[src/rtl/dht_frame_decoder.sv]
// DHT11/DHT22 40-bit frame decoder: checksum, unit conversion, ready/valid hold, error/stale tracking.
// Optional range check on decoded values is enabled by defining DHT_RANGE_CHECK_EN.
module dht_frame_decoder #(
   parameter int unsigned SENSOR_TYPE  = 1,
   parameter int unsigned STALE_CYCLES = 29'd300000000
) (
   input  logic        clk,
   input  logic        rst,
   input  logic        frame_valid,
   input  logic [39:0] frame_data,
   input  logic        frame_err,
   output logic        out_valid,
   input  logic        out_ready,
   output logic [15:0] humidity,
   output logic [15:0] temperature,
   output logic        stale,
   output logic [7:0]  err_count,
   output logic [15:0] frame_count
);

   localparam int SW = $clog2(STALE_CYCLES + 1);
   localparam logic [SW-1:0] STALE_MAX = SW'(STALE_CYCLES);

   typedef enum logic [1:0] {IDLE, CHECK, CONVERT, HOLD} state_t;

   state_t        state_q, state_d;
   logic [39:0]   frame_q, frame_d;
   logic [15:0]   hum_q, hum_d, temp_q, temp_d;
   logic [7:0]    err_q, err_d;
   logic [15:0]   fcnt_q, fcnt_d;
   logic [SW-1:0] stale_q, stale_d;

   logic [7:0]    csum;
   logic [15:0]   hum_dec, temp_dec, mag;
   logic          range_ok, err_inc, enter_hold;

   always_comb begin
      csum = frame_q[39:32] + frame_q[31:24] + frame_q[23:16] + frame_q[15:8];
      mag  = {1'b0, frame_q[22:16], frame_q[15:8]};
      if (SENSOR_TYPE == 0) begin
         // DHT11 reports whole units only; scale to tenths
         hum_dec  = 16'(frame_q[39:32]) * 16'd10;
         temp_dec = 16'(frame_q[23:16]) * 16'd10;
      end else begin
         hum_dec  = frame_q[39:24];
         temp_dec = frame_q[23] ? (16'd0 - mag) : mag;
      end
`ifdef DHT_RANGE_CHECK_EN
      range_ok = (hum_dec <= 16'd1000) &&
                 ($signed(temp_dec) >= -16'sd400) &&
                 ($signed(temp_dec) <= 16'sd800);
`else
      range_ok = 1'b1;
`endif
   end

   always_comb begin
      state_d    = state_q;
      frame_d    = frame_q;
      hum_d      = hum_q;
      temp_d     = temp_q;
      fcnt_d     = fcnt_q;
      enter_hold = 1'b0;
      // all error sources collapse into a single increment per cycle
      err_inc    = frame_err || (frame_valid && (state_q != IDLE));
      case (state_q)
         IDLE: begin
            if (frame_valid) begin
               frame_d = frame_data;
               state_d = CHECK;
            end
         end
         CHECK: begin
            if (csum != frame_q[7:0]) begin
               err_inc = 1'b1;
               state_d = IDLE;
            end else begin
               state_d = CONVERT;
            end
         end
         CONVERT: begin
            if (range_ok) begin
               hum_d      = hum_dec;
               temp_d     = temp_dec;
               enter_hold = 1'b1;
               state_d    = HOLD;
            end else begin
               err_inc = 1'b1;
               state_d = IDLE;
            end
         end
         HOLD: begin
            if (out_ready) begin
               fcnt_d  = fcnt_q + 16'd1;
               state_d = IDLE;
            end
         end
         default: state_d = IDLE;
      endcase

      err_d = (err_inc && (err_q != 8'hFF)) ? err_q + 8'd1 : err_q;
      if (enter_hold)
         stale_d = '0;
      else if (stale_q != STALE_MAX)
         stale_d = stale_q + 1'b1;
      else
         stale_d = stale_q;
   end

   always_ff @(posedge clk) begin
      if (rst) begin
         state_q <= IDLE;
         frame_q <= '0;
         hum_q   <= '0;
         temp_q  <= '0;
         err_q   <= '0;
         fcnt_q  <= '0;
         stale_q <= STALE_MAX;
      end else begin
         state_q <= state_d;
         frame_q <= frame_d;
         hum_q   <= hum_d;
         temp_q  <= temp_d;
         err_q   <= err_d;
         fcnt_q  <= fcnt_d;
         stale_q <= stale_d;
      end
   end

   assign out_valid   = (state_q == HOLD);
   assign humidity    = hum_q;
   assign temperature = temp_q;
   assign stale       = (stale_q == STALE_MAX);
   assign err_count   = err_q;
   assign frame_count = fcnt_q;

endmodule

[config.mk]
export PLATFORM = sky130hd
export DESIGN_NAME = dht_frame_decoder
export DESIGN_NICKNAME = d
export VERILOG_FILES = /design/src/rtl/dht_frame_decoder.sv
export SDC_FILE = /design/constraint.sdc
export NUM_CORES = 1
export LEC_CHECK = 0
export CORE_MARGIN = 10
export CORE_UTILIZATION = 40
export CTS_CLUSTER_SIZE = 16
export DETAILED_ROUTE_END_ITERATION = 10
export MAX_ROUTING_LAYER = met4
export PLACE_DENSITY = 0.72
export SYNTH_ARGS = -nofsm -noshare
export SYNTH_HDL_FRONTEND = slang
export SYNTH_SLANG_ARGS = --single-unit
[constraint.sdc]
create_clock -name clk -period 7.5 [get_ports clk]
set_input_delay 0.75 -clock clk [delete_from_list [all_inputs] [get_ports clk]]
set_output_delay 0.75 -clock clk [all_outputs]
set_load 0.01 [all_outputs]
==> impl_metrics.py <==
metrics = {
    "cts": {
        "cts_inserted_buffers": 17,
        "hold_buffers": 0,
        "clock-sinks": 127,
        "cts_htree_levels": 4,
        "clk_pin_slew_ps": 50,
        "clockRootBuffer": "clkbuf_16",
        "clkLatencyLatePin_ps": 420,
        "cts_resized": 0,
        "clock_path_buffers": 2,
        "cts_setup_buffers": 0,
        "tritoncts": "built",
    },
    "synthesis": {
        "synth_cells": 695,
        "synth.avg_cell_area_um2": 8.431,
        "ys_seq_area_frac": 0.4339,
        "synth_edf_count": 0,
        "yosysUniqueCellTypes": 43,
        "async_flop_share": 0,
        "syn_area_mm2": 0.005859,
        "synthesis.nets": 766,
        "synth_flop_cell": "dfxtp_1",
        "ys_warn_count": 0,
        "ys_ff_latch": 127,
    },
    "place": {
        "place_inst": 951,
        "placed_area_mm2": 0.007005,
        "dp_worst_setup_slack_ps": 3641,
        "routabilityCongestion": 0.8675,
        "dp_hpwl_um": 10960,
        "io_buffers": 102,
    },
    "floorplanning": {
        "die_h_um": 141.0,
        "start_util": 0.4062,
        "rows": 44,
        "io_pins": 103,
        "die_x_um": 141.0,
        "dieArea_mm2": 0.01989,
        "coreArea_mm2": 0.01442,
    },
    "worst_setup_path": {
        "crit_path_start_kind": "register",
        "crit_type": "register to register",
        "slowest_delay_ps": 730,
        "critPathBufInv": 2,
        "crit_path_frequent_cell": "fa_1",
        "critical_path.slowest_cell": "o41ai_4",
        "end_kind": "register",
        "required_ps": 7790,
        "path_max_fanout": 14,
        "crit_path_cell_trace": "fa_1, inv_1, fa_1, inv_1, ha_1, fa_1, nand3_1, nand2_1, a31oi_1, xnor2_1, o41ai_4, mux2i_1, nor2_1",
        "critPathArrivalTime_ps": 4160,
        "cpLargestDelayFamily": "adder cells",
        "r2r_setup_slack_ps": 3630,
    },
    "final_layout": {
        "final_cells": 981,
        "fin_nets": 857,
        "layout-drive-gt1-share": 0.04768,
        "fill_cells": 1407,
        "area_growth_pct": 29.15,
        "finalInstanceArea_mm2": 0.007567,
        "insertedDiodeCount": 0,
    },
    "global_routing": {
        "antenna_found_initial": 0,
        "grt_max_degree": 61,
        "use_met1": 0.1801,
        "grt_pass1_vias": 4851,
        "grt_pass1_wl_um": 24590,
        "gr-usage-all-layers": 0.1574,
        "busiest_layer": "met2",
        "grt-ovfl-total": 0,
        "grt.met2_usage": 0.2485,
        "met3_usage": 0.05475,
    },
    "power_and_ir_drop": {
        "combinationalPowerShare": 0.128,
        "switching_share": 0.2560,
        "peakVddDrop_v": 0.0001719,
        "power_density_mw_per_mm2": 229.5,
        "total_power_mw": 1.737,
        "p_leak_nw": 2.840,
        "seqPwrFrac": 0.416,
        "p_clk_frac": 0.456,
        "switchingPower_uw": 444.6,
        "internal-power_mw": 1.292,
    },
    "sta": {
        "period_needed_ps": 3873,
        "clock_skew_ps": 5.425,
        "rsz0062_at_grt": "false",
        "finalMaxSlewViolations": 0,
        "fin_crit_sh": 0.5164,
        "worstMarginPinSlew_ps": 788.4,
        "finalSetupTns_ps": 0,
        "max_freq_mhz": 258.2,
        "slew_headroom": 0.4726,
        "setup_viol": 0,
        "hold_viol_final": 0,
        "finalWorstSetupSlack_ps": 3627,
    },
    "detailed_routing": {
        "finalWirelength_um": 14960,
        "drc": 0,
        "viasPerCell": 5.051,
        "drtPass1Iterations": 4,
        "final_antenna_net_count": 0,
        "wl_per_cell_um": 15.25,
        "via_count": 4955,
        "drt-initial-drc-count": 315,
    },
    "worst_hold_path": {
        "hp-class": "register to register",
    },
    "run": {
        "drv_cap": 0,
    },
    "status": {
        "status": "finished clean",
    },
}
cells by family after synthesis:
group / after synthesis / share of synthesized area
adder cells (fa/ha/maj): 26 / 0.07346
AO/OA/AOI/OAI: 122 / 0.1260
buffers and inverters: 55 / 0.03716
AND/OR/NAND/NOR: 289 / 0.2150
XOR/XNOR: 72 / 0.1076
multiplexers: 4 / 0.006833
flip-flops: 127 / 0.4339
final cells by class:
cell class	instances	area, µm²	area share
Inverter	20	75.07	0.009921
Sequential cell	127	2542	0.3360
Clock inverter	10	115.1	0.01521
Multi-Input combinational cell	513	3102	0.4099
Timing Repair Buffer	107	1056	0.1395
Tap cell	184	230.2	0.03042
Clock buffer	20	446.7	0.05903
routing by layer:
| layer | vias to the layer above | part of all wire |
|---|---|---|
| met2 | 108 | 0.47 |
| met4 | 0 | 0.020 |
| met1 | 2308 | 0.44 |
| li1 | 2514 | - |
| met3 | 25 | 0.067 |
| met5 | - | 0 |
final timing paths:
check                 end  cells after the start        start
max          err_count[1]                     13   frame_q[9]
min           humidity[3]                      2  humidity[3]
max reg2reg  err_count[1]                     13   frame_q[9]
min reg2reg   humidity[3]                      2  humidity[3]
cell usage in the layout, fill, tap and decap left out, types with 4 or more instances in the layout:
cell type        count
o21ai_0              6
ha_1                12
buf_4                6
or3_1                5
clkbuf_16           17
xnor2_1             30
a21o_1              10
o21ai_1              6
dfxtp_1            127
nand4_1              7
clkdlybuf4s50_1    101
fa_1                14
and3_1              12
inv_1               19
a21oi_1             70
nor2_1              59
nor4_1               7
a211oi_1            14
mux2i_1              4
nor3_1               6
xor2_1              42
nand3_1             25
nand2_1            150
or4_1                5
o31ai_1              5
stage by stage:
stage / utilization / hold slack [ps]
3_3_place_gp: 0.4857 / 442.6
6_report: 0.5246 / 453.1
2_1_floorplan: - / 445.1
3_5_place_dp: 0.4857 / 447.5
4_1_cts: 0.5246 / 455.0
5_1_grt: 0.5246 / 470.3
worst register-to-register path: cells and delay by family, from the launching register on:
| kind | cells | cell delay (ps) |
|---|---|---|
| AND/OR/NAND/NOR | 3 | 240 |
| multiplexers | 1 | 270 |
| flip-flops | 1 | 360 |
| buffers and inverters | 2 | 110 |
| adder cells (fa/ha/maj) | 4 | 1690 |
| XOR/XNOR | 1 | 140 |
| AO/OA/AOI/OAI | 2 | 950 |
cell usage after synthesis, types with 2 or more instances:
library cell  count  area, µm²
nand2_1         150      563.0
dfxtp_1         127       2542
a21oi_1          70      350.3
nor2_1           60      225.2
xor2_1           42      367.9
clkbuf_1         32      120.1
xnor2_1          30      262.8
nand3_1          25      125.1
inv_1            19      71.32
a211oi_1         14      105.1
fa_1             14      280.3
and3_1           12      75.07
ha_1             12      150.1
a21o_1           10      75.07
nand4_1           7      43.79
nor4_1            7      43.79
nor3_1            6      30.03
o21ai_0           6      30.03
o21ai_1           6      30.03
o31ai_1           5      37.54
or3_1             5      31.28
or4_1             5      37.54
mux2i_1           4      40.04
and4_1            3      26.28
nor2b_1           3      18.77
and2_1            2      12.51
o21bai_1          2      15.01
o41ai_1           2      17.52
state kept, by name, indices dropped and copies added (netlist names), named ones only:
register,flops
err_count,8
frame_count,16
frame_q,40
humidity,16
stale_q,29
state_q,1
temperature,16
power by group through the flow:
stage                     clock, mW  sequential, mW  combinational [mW]
after floorplan                   0           0.730               0.154
after global placement            0           0.737               0.219
after detailed placement          0           0.737               0.224
after CTS                     0.805           0.723               0.226
after global routing          0.832           0.726               0.252
final                         0.791           0.723               0.223
Power figures use the tool's default switching activity.
